--- src/rtl/uart_pkg.sv ---
// Shared types and constants for the memory-mapped UART transmitter:
// FSM state encoding, default bus addresses and status-word layout.
package uart_pkg;

  typedef enum logic [1:0] {
    IDLE  = 2'd0,
    START = 2'd1,
    DATA  = 2'd2,
    STOP  = 2'd3
  } tx_state_t;

  localparam logic [31:0] DEFAULT_TX_ADDR     = 32'h0000_0400;
  localparam logic [31:0] DEFAULT_STATUS_ADDR = 32'h0000_0404;

  localparam int STAT_EMPTY     = 0;
  localparam int STAT_FULL      = 1;
  localparam int STAT_BUSY      = 2;
  localparam int STAT_OVERFLOW  = 3;
  localparam int STAT_COUNT_LSB = 8;

  // Packs the status flags and the zero-extended FIFO count into the
  // word software sees on a load from the status address.
  function automatic logic [31:0] pack_status(
    input logic       empty,
    input logic       full,
    input logic       busy,
    input logic       overflow,
    input logic [7:0] count
  );
    logic [31:0] s;
    s                          = '0;
    s[STAT_EMPTY]              = empty;
    s[STAT_FULL]               = full;
    s[STAT_BUSY]               = busy;
    s[STAT_OVERFLOW]           = overflow;
    s[STAT_COUNT_LSB +: 8]     = count;
    return s;
  endfunction

endpackage

--- src/rtl/mmio_uart_tx_if.sv ---
// CPU data-memory port as seen by the UART: store strobe, address and data
// from the CPU, decode hit and read data back to the CPU's load mux.
interface mmio_uart_tx_if;

  logic        MemWrite;
  logic [31:0] DataAdr;
  logic [31:0] WriteData;
  logic        sel;
  logic [31:0] rd_data;

  modport master (
    output MemWrite,
    output DataAdr,
    output WriteData,
    input  sel,
    input  rd_data
  );

  modport slave (
    input  MemWrite,
    input  DataAdr,
    input  WriteData,
    output sel,
    output rd_data
  );

endinterface

--- src/rtl/sync_fifo.sv ---
// Single-clock FIFO with first-word-fall-through read port; a push while full
// is accepted only when a pop frees the head slot in the same cycle.
module sync_fifo #(
  parameter int WIDTH = 8,
  parameter int DEPTH = 8
) (
  input  logic                       clk,
  input  logic                       reset,
  input  logic                       push,
  input  logic                       pop,
  input  logic [WIDTH-1:0]           din,
  output logic [WIDTH-1:0]           dout,
  output logic                       full,
  output logic                       empty,
  output logic [$clog2(DEPTH):0]     count
);

  localparam int AW = $clog2(DEPTH);
  localparam int CW = AW + 1;

  logic [WIDTH-1:0] mem_q [DEPTH];
  logic [AW-1:0]    wr_ptr_q, wr_ptr_d;
  logic [AW-1:0]    rd_ptr_q, rd_ptr_d;
  logic [CW-1:0]    count_q, count_d;
  logic             push_ok;
  logic             pop_ok;

  assign full  = (count_q == CW'(DEPTH));
  assign empty = (count_q == '0);
  assign count = count_q;
  assign dout  = mem_q[rd_ptr_q];

  always_comb begin
    push_ok  = push && (!full || pop);
    pop_ok   = pop && !empty;
    wr_ptr_d = wr_ptr_q;
    rd_ptr_d = rd_ptr_q;
    if (push_ok) begin
      wr_ptr_d = wr_ptr_q + AW'(1);
    end
    if (pop_ok) begin
      rd_ptr_d = rd_ptr_q + AW'(1);
    end
    count_d = count_q + CW'(push_ok) - CW'(pop_ok);
  end

  always_ff @(posedge clk) begin
    if (reset) begin
      wr_ptr_q <= '0;
      rd_ptr_q <= '0;
      count_q  <= '0;
    end else begin
      wr_ptr_q <= wr_ptr_d;
      rd_ptr_q <= rd_ptr_d;
      count_q  <= count_d;
    end
  end

  // Storage carries no reset: entries are only observable once pushed.
  always_ff @(posedge clk) begin
    if (push_ok) begin
      mem_q[wr_ptr_q] <= din;
    end
  end

endmodule

--- src/rtl/mmio_uart_tx.sv ---
// CPU-store-driven 8N1 UART transmitter: stores to TX_ADDR queue bytes, the
// FSM serializes them LSB first, and STATUS_ADDR exposes a pollable status word.
module mmio_uart_tx
  import uart_pkg::*;
#(
  parameter int          CLKS_PER_BIT = 434,
  parameter int          FIFO_DEPTH   = 8,
  parameter logic [31:0] TX_ADDR      = DEFAULT_TX_ADDR,
  parameter logic [31:0] STATUS_ADDR  = DEFAULT_STATUS_ADDR
) (
  input  logic          clk,
  input  logic          reset,
  mmio_uart_tx_if.slave bus,
  output logic          tx,
  output logic          busy
);

  localparam int BW = $clog2(CLKS_PER_BIT);
  localparam int CW = $clog2(FIFO_DEPTH) + 1;

  tx_state_t     state_q, state_d;
  logic [BW-1:0] baud_q, baud_d;
  logic [2:0]    bit_idx_q, bit_idx_d;
  logic [7:0]    shift_q, shift_d;
  logic          tx_q, tx_d;
  logic          busy_q, busy_d;
  logic          overflow_q, overflow_d;

  logic          tx_hit;
  logic          status_hit;
  logic          push_req;
  logic          clr_req;
  logic          push_acc;
  logic          bit_done;
  logic          fifo_pop;
  logic          fifo_full;
  logic          fifo_empty;
  logic [7:0]    fifo_dout;
  logic [CW-1:0] fifo_count;
  logic [CW-1:0] count_next;
  logic [31:0]   status;
  logic          unused_wdata;

  assign tx_hit       = (bus.DataAdr == TX_ADDR);
  assign status_hit   = (bus.DataAdr == STATUS_ADDR);
  assign push_req     = bus.MemWrite && tx_hit;
  assign clr_req      = bus.MemWrite && status_hit && bus.WriteData[STAT_OVERFLOW];
  assign bit_done     = (baud_q == BW'(CLKS_PER_BIT - 1));
  assign unused_wdata = ^bus.WriteData[31:8];

  sync_fifo #(
    .WIDTH (8),
    .DEPTH (FIFO_DEPTH)
  ) u_fifo (
    .clk   (clk),
    .reset (reset),
    .push  (push_req),
    .pop   (fifo_pop),
    .din   (bus.WriteData[7:0]),
    .dout  (fifo_dout),
    .full  (fifo_full),
    .empty (fifo_empty),
    .count (fifo_count)
  );

  // Occupancy after this edge, so busy can drop on the very edge entering IDLE.
  assign push_acc   = push_req && (!fifo_full || fifo_pop);
  assign count_next = fifo_count + CW'(push_acc) - CW'(fifo_pop);

  always_ff @(posedge clk) begin
    if (reset) begin
      state_q <= IDLE;
    end else begin
      state_q <= state_d;
    end
  end

  always_comb begin
    state_d = state_q;
    case (state_q)
      IDLE:    if (!fifo_empty) state_d = START;
      START:   if (bit_done) state_d = DATA;
      DATA:    if (bit_done && (bit_idx_q == 3'd7)) state_d = STOP;
      STOP:    if (bit_done) state_d = IDLE;
      default: state_d = IDLE;
    endcase
  end

  // tx is registered from the next state so the line changes on the same
  // edge the FSM does, with no extra cycle of skew.
  always_comb begin
    fifo_pop  = 1'b0;
    baud_d    = baud_q;
    bit_idx_d = bit_idx_q;
    shift_d   = shift_q;
    if (state_q == IDLE) begin
      baud_d    = '0;
      bit_idx_d = '0;
      if (!fifo_empty) begin
        fifo_pop = 1'b1;
        shift_d  = fifo_dout;
      end
    end else begin
      baud_d = bit_done ? '0 : baud_q + BW'(1);
      if ((state_q == DATA) && bit_done) begin
        shift_d   = {1'b0, shift_q[7:1]};
        bit_idx_d = bit_idx_q + 3'd1;
      end
    end

    case (state_d)
      START:   tx_d = 1'b0;
      DATA:    tx_d = shift_d[0];
      default: tx_d = 1'b1;
    endcase

    busy_d = (state_d != IDLE) || (count_next != '0);

    // A drop in the same cycle as a clear wins, so no overflow goes unseen.
    overflow_d = overflow_q;
    if (clr_req) begin
      overflow_d = 1'b0;
    end
    if (push_req && fifo_full && !fifo_pop) begin
      overflow_d = 1'b1;
    end
  end

  always_ff @(posedge clk) begin
    if (reset) begin
      baud_q     <= '0;
      bit_idx_q  <= '0;
      shift_q    <= '0;
      tx_q       <= 1'b1;
      busy_q     <= 1'b0;
      overflow_q <= 1'b0;
    end else begin
      baud_q     <= baud_d;
      bit_idx_q  <= bit_idx_d;
      shift_q    <= shift_d;
      tx_q       <= tx_d;
      busy_q     <= busy_d;
      overflow_q <= overflow_d;
    end
  end

  always_comb begin
    status = pack_status(fifo_empty, fifo_full, busy_q, overflow_q, 8'(fifo_count));
  end

  assign bus.sel     = tx_hit || status_hit;
  assign bus.rd_data = status_hit ? status : '0;
  assign tx          = tx_q;
  assign busy        = busy_q;

endmodule

--- src/flat_wrapper.sv ---
// flat-port wrapper written by rule: the top's interface ports become plain ports
module mmio_uart_tx_flat import uart_pkg::*;
#(
  parameter int          CLKS_PER_BIT = 434,
  parameter int          FIFO_DEPTH   = 8,
  parameter logic [31:0] TX_ADDR      = DEFAULT_TX_ADDR,
  parameter logic [31:0] STATUS_ADDR  = DEFAULT_STATUS_ADDR
)
  (clk, reset, tx, busy, bus_MemWrite, bus_DataAdr, bus_WriteData, bus_sel, bus_rd_data);
  mmio_uart_tx_if bus_i ();
  input  logic clk;
  input  logic reset;
  output logic tx;
  output logic busy;
  input wire logic [$bits(bus_i.MemWrite)-1:0] bus_MemWrite;
  input wire logic [$bits(bus_i.DataAdr)-1:0] bus_DataAdr;
  input wire logic [$bits(bus_i.WriteData)-1:0] bus_WriteData;
  output wire logic [$bits(bus_i.sel)-1:0] bus_sel;
  output wire logic [$bits(bus_i.rd_data)-1:0] bus_rd_data;
  assign bus_i.MemWrite = bus_MemWrite;
  assign bus_i.DataAdr = bus_DataAdr;
  assign bus_i.WriteData = bus_WriteData;
  assign bus_sel = bus_i.sel;
  assign bus_rd_data = bus_i.rd_data;
  mmio_uart_tx #(.CLKS_PER_BIT(CLKS_PER_BIT), .FIFO_DEPTH(FIFO_DEPTH), .TX_ADDR(TX_ADDR), .STATUS_ADDR(STATUS_ADDR)) u_core (.clk(clk), .reset(reset), .bus(bus_i), .tx(tx), .busy(busy));
endmodule
--- config.mk ---
export PLATFORM = sky130hd
export DESIGN_NAME = mmio_uart_tx_flat
export DESIGN_NICKNAME = d
export VERILOG_FILES = /design/src/rtl/uart_pkg.sv /design/src/rtl/mmio_uart_tx_if.sv /design/src/rtl/sync_fifo.sv /design/src/rtl/mmio_uart_tx.sv /design/src/flat_wrapper.sv
export SDC_FILE = /design/constraint.sdc
export NUM_CORES = 1
export LEC_CHECK = 0
export CAP_MARGIN = 5
export CORE_MARGIN = 2
export CORE_UTILIZATION = 55
export DETAILED_ROUTE_END_ITERATION = 6
export GPL_TIMING_DRIVEN = 0
export HOLD_SLACK_MARGIN = 0.05
export PLACE_DENSITY = 0.85
export SLEW_MARGIN = 20
export SYNTH_ARGS = -nofsm -noshare
export SYNTH_HDL_FRONTEND = slang
export SYNTH_HIERARCHICAL = 1
export SYNTH_SLANG_ARGS = --single-unit
--- constraint.sdc ---
create_clock -name clk -period 5.4 [get_ports clk]
set_input_delay 1.08 -clock clk [delete_from_list [all_inputs] [get_ports clk]]
set_output_delay 1.08 -clock clk [all_outputs]
set_load 0.01 [all_outputs]
After elaboration in Yosys (flattened, before gate mapping):

Memories as Yosys holds them, arrays and structs flattened. A register that Yosys moved wholly into a read port is not among the register bits.
Index checks and enable logic that the tools add are counted.

* word-level logic and storage cells: 72
* register bits: 35
* memory bits (writable): 64
* memories kept: 1

* eq/ne operators: 11
* reductions and logical operators: 24
* muxes and demuxes: 18
* $add $sub $neg: 7

Memory list
* u_core.u_fifo.mem_q: words 8, bits a word 8, read ports 1, clocked after Yosys merged registers in 1, write ports 1, line sync_fifo.sv:21 `logic [WIDTH-1:0] mem_q [DEPTH];`

Operator list (count)
* 32-bit by 11-bit equality test with 1-bit output (second input constant): 2
* 8-bit 2-to-1 mux: 3
* 12-bit 2-to-1 mux: 1
* 3-bit by 1-bit adder with 3-bit output (second input constant): 3
* 9-bit by 1-bit adder with 9-bit output (second input constant): 1
* 9-bit equality test (second input constant): 1
* 1-bit logical AND: 9
* 2-bit 2-to-1 mux: 4
* 2-bit one-hot mux with 4 select lines: 1
* 4-bit by 1-bit subtractor with 4-bit output: 2
* 2-bit equality test (second input constant): 3
* 1-bit 2-to-1 mux: 6
* 3-bit 2-to-1 mux: 2
* 2-bit nonzero test: 3
* 4-bit by 1-bit adder with 4-bit output: 1
* 2-bit by 1-bit equality test with 1-bit output (second input constant): 2
* 4-bit equality test (second input constant): 1
* 4-bit zero test: 1
* 4-bit nonzero test: 1
* 3-bit equality test (second input constant): 1
* 1-bit zero test: 3
* 1-bit logical OR: 3
* 3-bit OR reduction: 1
* 2-bit zero test: 1
* other kinds (4): 4

Depth between registers and ports, before layout:

Gate-level depths: netlist (run 1).

* depth in word-level cells: 9
* depth in mapped cells: 14

Cells and area by module:

The synthesis (run 1) kept the hierarchy.

Modules (own cells, without submodules)
* sync_fifo: cells each 172, area an instance 3176.8 um^2, times used 1
* mmio_uart_tx: cells each 189, area an instance 1669.1 um^2, times used 1

Worst setup path before layout (run 1):

Ideal clock, no wire load.

* path type: input -> register
* start point: in bus_DataAdr[5]
* end point: mem u_core.u_fifo.mem_q[0][0], enable pin
* setup time: 0.395 ns
* arrival time: 3.167 ns
* path buffers: 0
* slack: 1.838 ns
* cell stages on the path: 5
* cell sequence: nor4_4 > nand4_4 > nor4_1 > nand2_1 > nor4_1

* word-level cells in the longest chain between the ends: 5

Ends and longest elaborated chain
* start, declared: line flat_wrapper.sv:16 `input wire logic [$bits(bus_i.DataAdr)-1:0] bus_DataAdr;`
* 32-bit by 11-bit equality test with 1-bit output: line mmio_uart_tx.sv:44 `assign tx_hit = (bus.DataAdr == TX_ADDR);`
* 1-bit logical AND: line mmio_uart_tx.sv:46 `assign push_req = bus.MemWrite && tx_hit;`
* via u_core.push_req: line mmio_uart_tx.sv:31 `logic push_req;`
* 1-bit logical AND: line sync_fifo.sv:34 `push_ok = push && (!full || pop);`
* 1-bit 2-to-1 mux: line sync_fifo.sv:61 `if (push_ok) begin`
* 1-bit 2-to-1 mux (not written as such): line sync_fifo.sv:62 `mem_q[wr_ptr_q] <= din;`
* end, declared: line sync_fifo.sv:21

The timed path passes the listed nets, and every way through them passes these cells.

Worst setup path in the final report (run 1):

* start point: in bus_DataAdr[13]
* end point: out bus_rd_data[2]

* word-level cells in the longest chain between the ends: 2

Ends and longest elaborated chain
* 32-bit by 11-bit equality test with 1-bit output: line mmio_uart_tx.sv:45 `assign status_hit = (bus.DataAdr == STATUS_ADDR);`
* 12-bit 2-to-1 mux: line mmio_uart_tx.sv:152 `assign bus.rd_data = status_hit ? status : '0;`
* end, declared: line flat_wrapper.sv:19 `output wire logic [$bits(bus_i.rd_data)-1:0] bus_rd_data;`

No other way between the ends.

==> results of run 1 <==
sequential cells by signal (all words and copies together), names as in the netlist, named ones only:
signal                  cells
u_core/baud_q               9
u_core/bit_idx_q            3
u_core/busy                 1
u_core/overflow_q           1
u_core/shift_q              8
u_core/state_q              2
u_core/tx                   1
u_core/u_fifo/count         4
u_core/u_fifo/mem_q        64
u_core/u_fifo/rd_ptr_q      3
u_core/u_fifo/wr_ptr_q      3
layer usage:
metal / track usage / vias up / wire, um
li1: - / 1478 / -
met1: 0.247 / 1507 / 3800
met2: 0.372 / 122 / 5070
met3: 0.0480 / 17 / 630
met4: 0.0609 / 0 / 149
met5: 0 / - / 0
how the worst max path moves through the flow:
stage,slack (ns),from,endpoint
after CTS,1.12,bus_DataAdr[13],bus_rd_data[0]
final,1.12,bus_DataAdr[13],bus_rd_data[2]
after floorplan,1.84,bus_DataAdr[5],u_core/u_fifo/mem_q[0][0]
after global placement,0.44,bus_DataAdr[22],u_core/u_fifo/mem_q[0][5]
after detailed placement,0.89,bus_DataAdr[13],u_core/u_fifo/count[2]
after global routing,0.93,bus_DataAdr[17],bus_rd_data[0]
layout make-up:
type / count / area share
Sequential cell: 102 / 0.458
Timing Repair Buffer: 54 / 0.0919
Clock inverter: 6 / 0.0145
Clock buffer: 10 / 0.0235
Inverter: 20 / 0.0128
Multi-Input combinational cell: 227 / 0.333
Tap cell: 108 / 0.0231
Buffer: 35 / 0.0425
power groups by stage:
stage | clock, mW | combinational [mW] | sequential [mW]
after floorplan | 0 | 0.441 | 0.938
after global placement | 0 | 0.572 | 0.944
after detailed placement | 0 | 0.606 | 0.949
after CTS | 0.528 | 0.616 | 0.933
after global routing | 0.555 | 0.683 | 0.941
final | 0.515 | 0.614 | 0.934
layout by cell type, fill, tap and decap left out, types with 13 or more instances in the layout:
cell type / instances
inv_1: 19
buf_4: 25
clkdlybuf4s50_1: 53
nand2_1: 13
dfxtp_1: 38
nor2_1: 25
conb_1: 24
edfxtp_1: 64
a21oi_1: 13
mux4_1: 15
ha_1: 16
tightest hold or removal path, stage by stage (launching register included):
cell     delay [ns]
dfxtp_1        0.32
nand2_1        0.05
a21oi_1        0.05
cell families after synthesis:
group | Yosys count | synth area share
adders and majority gates | 18 | 0.0496
AOI/OAI and AO/OA | 34 | 0.0449
muxes | 30 | 0.118
other | 1 | 0.000774
DFF | 102 | 0.554
xor gates and xnor gates | 13 | 0.0235
buffers and inverters | 55 | 0.0669
and+or+nand+nor | 108 | 0.143
==> out/metrics.cfg, run 1 <==
[min_path]
min_delay_path_depth=2
hold_end=u_core/shift_q[4]
hold_path_class=flip-flop to flip-flop
hold_start=u_core/shift_q[4]

[pwr]
leakage_nw=2.09
p_comb_frac=0.298
p_int_mw=1.45
share_seq_of_total_power=0.453
power_density_nw_per_um2=352
vdd.ir_drop.worst_mv=0.318
p_total_mw=2.06
power.share.clock=0.249
swShare=0.298
switchingPower_mw=0.614

[floorplan]
core_um2=8640
rows=34
die_area_um2=9580
die_x_um=97.9
dieHeight_um=97.9
initial_core_util=0.561
ios=102

[timing]
worst_pin_slew_ns=0.928
rsz0062_at_grt=no
layout_min_cycle_time_ns=4.28
whs_ns=0.467
setup-violations-final=0
slew_viol_final=0
skew_ns=0.0129
min_period_over_period=0.793
relSlewSlack=0.380
hold_viol=0
finalSetupTns_ns=0
finalWorstSetupSlack_ns=1.12
max_freq_mhz=234

[setup_path]
arrival_ns=3.20
max_stage_delay_ns=0.53
r2r_setup_slack_ns=1.53
rr_startpoint=u_core/u_fifo/count[2]
worst-setup-path-type=input pin to output port
cp-start-kind=input pin
critPathMaxFanout=9
reg2reg_to=u_core/u_fifo/count[2]
cpLargestDelayFamily=simple AND/OR/NAND/NOR gates
crit_required_ns=4.32
reg2regPathDepth=14
crit_buf_inv=2
crit_top_cell=clkdlybuf4s50_1
cp-end-kind=output port
crit_slowest_cell=clkdlybuf4s50_1
crit_cells=6
critical_path.cell_chain=clkdlybuf4s50_1 > nor4_4 > nand4_4 > nor3_1 > and2_1 > clkdlybuf4s50_1

[job]
max_cap_violations=0

[global_routing]
grt_pass1_wl_mm=15.4
overflow=0
gr-usage-all-layers=0.207
grt_pass1_vias=3168
grt_max_degree=17
grt_antenna_before_repair=0

[cts]
htreeDepth=3
path_clk_slew_ns=0.08
tritoncts=built
cts_setup_buffers=0
clkSinkCount=102
cts_made_buffers=9
clkLatencyLatePin_ns=0.36
clockBufferDepth=2
ctsRootBufferMaster=clkbuf_8
cts_hold_buffers=0
post_cts_resized=0

[drt]
wl_per_cell_um=17.2
ant_nets=0
first_pass_iters=4
viasPerCell=5.56
wl_mm=9.64
drt_iter0_markers=240
drc=0
vias=3124

[finish]
seqCellArea_um2=2680
nFillCells=593
final_util=0.678
nNetsFinal=534
multi_input_area_um2=1950
syn2layout_area_growth_pct=20.8
drive_gt1_frac=0.165
final_cells=562
antennaDiodeCount=0
design_area_um2=5850

[synth]
yosys_most_used_dff=edfxtp_1
ys_types=54
synth_seq_cells=102
syn_inst=361
synth-edff-count=64
synth_area_leaders=edfxtp_1 40%, dfxtp_1 16%, mux4_1 8.1%
synthesis.area_um2=4850
postSynthAreaPerCell_um2=13.4
yosys-top-cells-count=64 x edfxtp_1, 38 x dfxtp_1, 25 x nor2_1
synth-seq-area-share=0.554
yosysWarnings=6
async_flop_share=0
synth_most_common_cell=edfxtp_1
synth.top_cell.area_share=0.397
synth_top_area_cell=edfxtp_1

[place]
gp_congestion=0.836
placed_cell_area_um2=5630
pre_cts_slack_ns=0.885
hpwlAfterDp_mm=6.81
io_buffers=53
place_inst=546

[status]
run_status=completed

(Power assumes the default switching activity.)
==> run 2, diff against run 1 <==
Settings changed: CORE_UTILIZATION 55 to 51, PLACE_DENSITY 0.85 to 0.8.
Clock period 5.4 ns to 4.2 ns, I/O delays scaled along.
==> out/metrics.cfg, run 2 (same netlist as run 1, synthesis figures left out) <==
[status]
run_status=completed  ; unchanged

[finish]
reg.largest.list=u_core/u_fifo/mem_q (64), u_core/baud_q (9), u_core/shift_q (8)  ; unchanged
design_area_um2=5880  ; was 5850 um^2
largest_register_ffs=64  ; unchanged
layout_common_cells=64 x edfxtp_1, 53 x clkdlybuf4s50_1, 38 x dfxtp_1  ; unchanged
final_cells=584  ; was 562
antennaDiodeCount=0  ; unchanged
syn2layout_area_growth_pct=21.3  ; was 20.8%
final_util=0.636  ; was 0.678
final_common_cell=edfxtp_1  ; unchanged
nNetsFinal=535  ; was 534
drive_gt1_frac=0.169  ; was 0.165
top_register=u_core/u_fifo/mem_q  ; unchanged

[drt]
wl_mm=8.98  ; was 9.64 mm
first_pass_iters=4  ; unchanged
drt_iter0_markers=158  ; was 240
wl_per_cell_um=15.4  ; was 17.2 um
viasPerCell=5.29  ; was 5.56
vias=3091  ; was 3124
drc=0  ; unchanged
ant_nets=0  ; unchanged

[cts]
cts_made_buffers=9  ; unchanged
clockBufferDepth=2  ; unchanged
cts_setup_buffers=0  ; unchanged
ctsRootBufferMaster=clkbuf_8  ; unchanged
htreeDepth=3  ; unchanged
clkLatencyLatePin_ns=0.37  ; was 0.36 ns
cts_hold_buffers=0  ; unchanged
post_cts_resized=0  ; unchanged
path_clk_slew_ns=0.10  ; was 0.08 ns
clkSinkCount=102  ; unchanged
tritoncts=built  ; unchanged

[timing]
rsz0062_at_grt=no  ; unchanged
relSlewSlack=0.377  ; was 0.380
min_period_over_period=0.944
setup-violations-final=0  ; unchanged
skew_ns=0.0112  ; was 0.0129 ns
whs_ns=0.471  ; was 0.467 ns
hold_viol=0  ; unchanged
layout_min_cycle_time_ns=3.97
max_freq_mhz=252
worst_pin_slew_ns=0.931  ; was 0.928 ns
slew_viol_final=0  ; unchanged

[pwr]
share_seq_of_total_power=0.458  ; was 0.453
leakage_nw=2.09  ; about the same
switchingPower_mw=0.809  ; was 0.614 mW
power.share.clock=0.246  ; was 0.249
p_total_mw=2.62  ; was 2.06 mW
p_int_mw=1.81  ; was 1.45 mW
vdd.ir_drop.worst_mv=0.257  ; was 0.318 mV
swShare=0.309  ; was 0.298
power_density_nw_per_um2=445  ; was 352 nW/um^2
p_comb_frac=0.296  ; was 0.298

[global_routing]
grt_pass1_wl_mm=14.4  ; was 15.4 mm
met1_usage=0.223  ; was 0.247
use_met2=0.336  ; was 0.372
grt_max_degree=20  ; was 17
overflow=0  ; unchanged
grt_pass1_vias=2906  ; was 3168
gr-usage-all-layers=0.187  ; was 0.207
grt_antenna_before_repair=0  ; unchanged
busiest_layer=met2  ; unchanged
grtUsageMet3=0.0469  ; was 0.0480

[floorplan]
initial_core_util=0.524  ; was 0.561
die_area_um2=10300  ; was 9580 um^2
core_um2=9240  ; was 8640 um^2
rows=35  ; was 34
ios=102  ; unchanged
die_x_um=101  ; was 97.9 um
dieHeight_um=101  ; was 97.9 um

[setup_path]
r2r_setup_slack_ns=0.49  ; was 1.53 ns
worst-setup-path-type=input pin to flip-flop  ; was input pin to output port
cp-end-kind=flip-flop  ; was output port
critPathMaxFanout=9  ; unchanged
arrival_ns=4.20  ; was 3.20 ns
crit_required_ns=4.44  ; was 4.32 ns
cp-start-kind=input pin  ; unchanged

[min_path]
hold_path_class=flip-flop to flip-flop  ; unchanged

[place]
gp_congestion=0.785  ; was 0.836
placed_cell_area_um2=5670  ; was 5630 um^2
place_inst=568  ; was 546
io_buffers=53  ; unchanged
hpwlAfterDp_mm=6.51  ; was 6.81 mm

[job]
max_cap_violations=0  ; unchanged

run 2: cell types whose count changed in the layout (fill, tap and decap cells not counted):
cell	change
clkbuf_8	-1
clkinv_4	-1
clkinv_1	-1
inv_8	+3
clkinvlp_4	+1
bufinv_16	-1
buf_4	+1
clkinvlp_2	-1
inv_6	+1
run 2: through the flow:
step	setup TNS (ns)	setup WS (ns)
3_5_place_dp	-0.268	-0.152
4_1_cts	0	0.242
3_3_place_gp	-9.92	-0.494
6_report	0	0.233
5_1_grt	0	0.0161
2_1_floorplan	0	0.878
run 2: final timing paths:
path | endpoint | from | cells past startpoint
setup / recovery | u_core/u_fifo/count[2] | bus_DataAdr[1] | 12
hold / removal | u_core/shift_q[1] | u_core/shift_q[1] | 2
setup reg to reg | u_core/u_fifo/count[2] | u_core/u_fifo/count[2] | 14
hold reg to reg | u_core/shift_q[1] | u_core/shift_q[1] | 2
run 2: routing by layer:
metal | up-vias | part of all wire
met5 | - | 0
met4 | 0 | 0.011
li1 | 1490 | -
met2 | 104 | 0.51
met3 | 9 | 0.059
met1 | 1488 | 0.42
run 2: worst max-delay path, stage by stage:
cell and delay (ns):
clkdlybuf4s50_1 0.44, nor4_4 0.34, nand4_4 0.19, nor4_1 0.76, nand2_1 0.40, ha_1 0.40
inv_1 0.06, ha_1 0.15, inv_1 0.05, fa_1 0.37, xor2_1 0.14, nor2_1 0.06
run 2: cell type report:
type | instances | area (um^2)
clock inverter | 7 | 87.6
buffer | 35 | 249
tap | 129 | 161
multi-input combinational | 227 | 1950
sequential | 102 | 2680
timing repair buffer | 55 | 546
clock buffer | 9 | 124
fill | 676 | 3360
inverter | 20 | 75.1
run 2: power groups by stage:
| stage | Sequential (mW) | Combinational (mW) | Clock (mW) |
|---|---|---|---|
| 2_1_floorplan | 1.21 | 0.567 | 0 |
| 3_3_place_gp | 1.21 | 0.737 | 0 |
| 3_5_place_dp | 1.22 | 0.768 | 0 |
| 4_1_cts | 1.20 | 0.772 | 0.665 |
| 5_1_grt | 1.21 | 0.868 | 0.707 |
| 6_report | 1.20 | 0.773 | 0.644 |
==> run 3, diff against run 2 <==
Settings changed: CORE_UTILIZATION 51 to 55, PLACE_DENSITY 0.8 to 0.85.
Clock period 4.2 ns to 5.1 ns, I/O delays scaled along.
==> results of run 3 <==
Same layout as run 1 (identical final DEF). Status: completed.
Main changes from that run: setup slack after placement 0.885 ns -> 0.645 ns; setup slack after layout 1.12 ns -> 0.940 ns; register-to-register setup slack 1.53 ns -> 1.23 ns; total power 2.06 mW -> 2.18 mW; worst IR drop on VDD 0.318 mV -> 0.337 mV
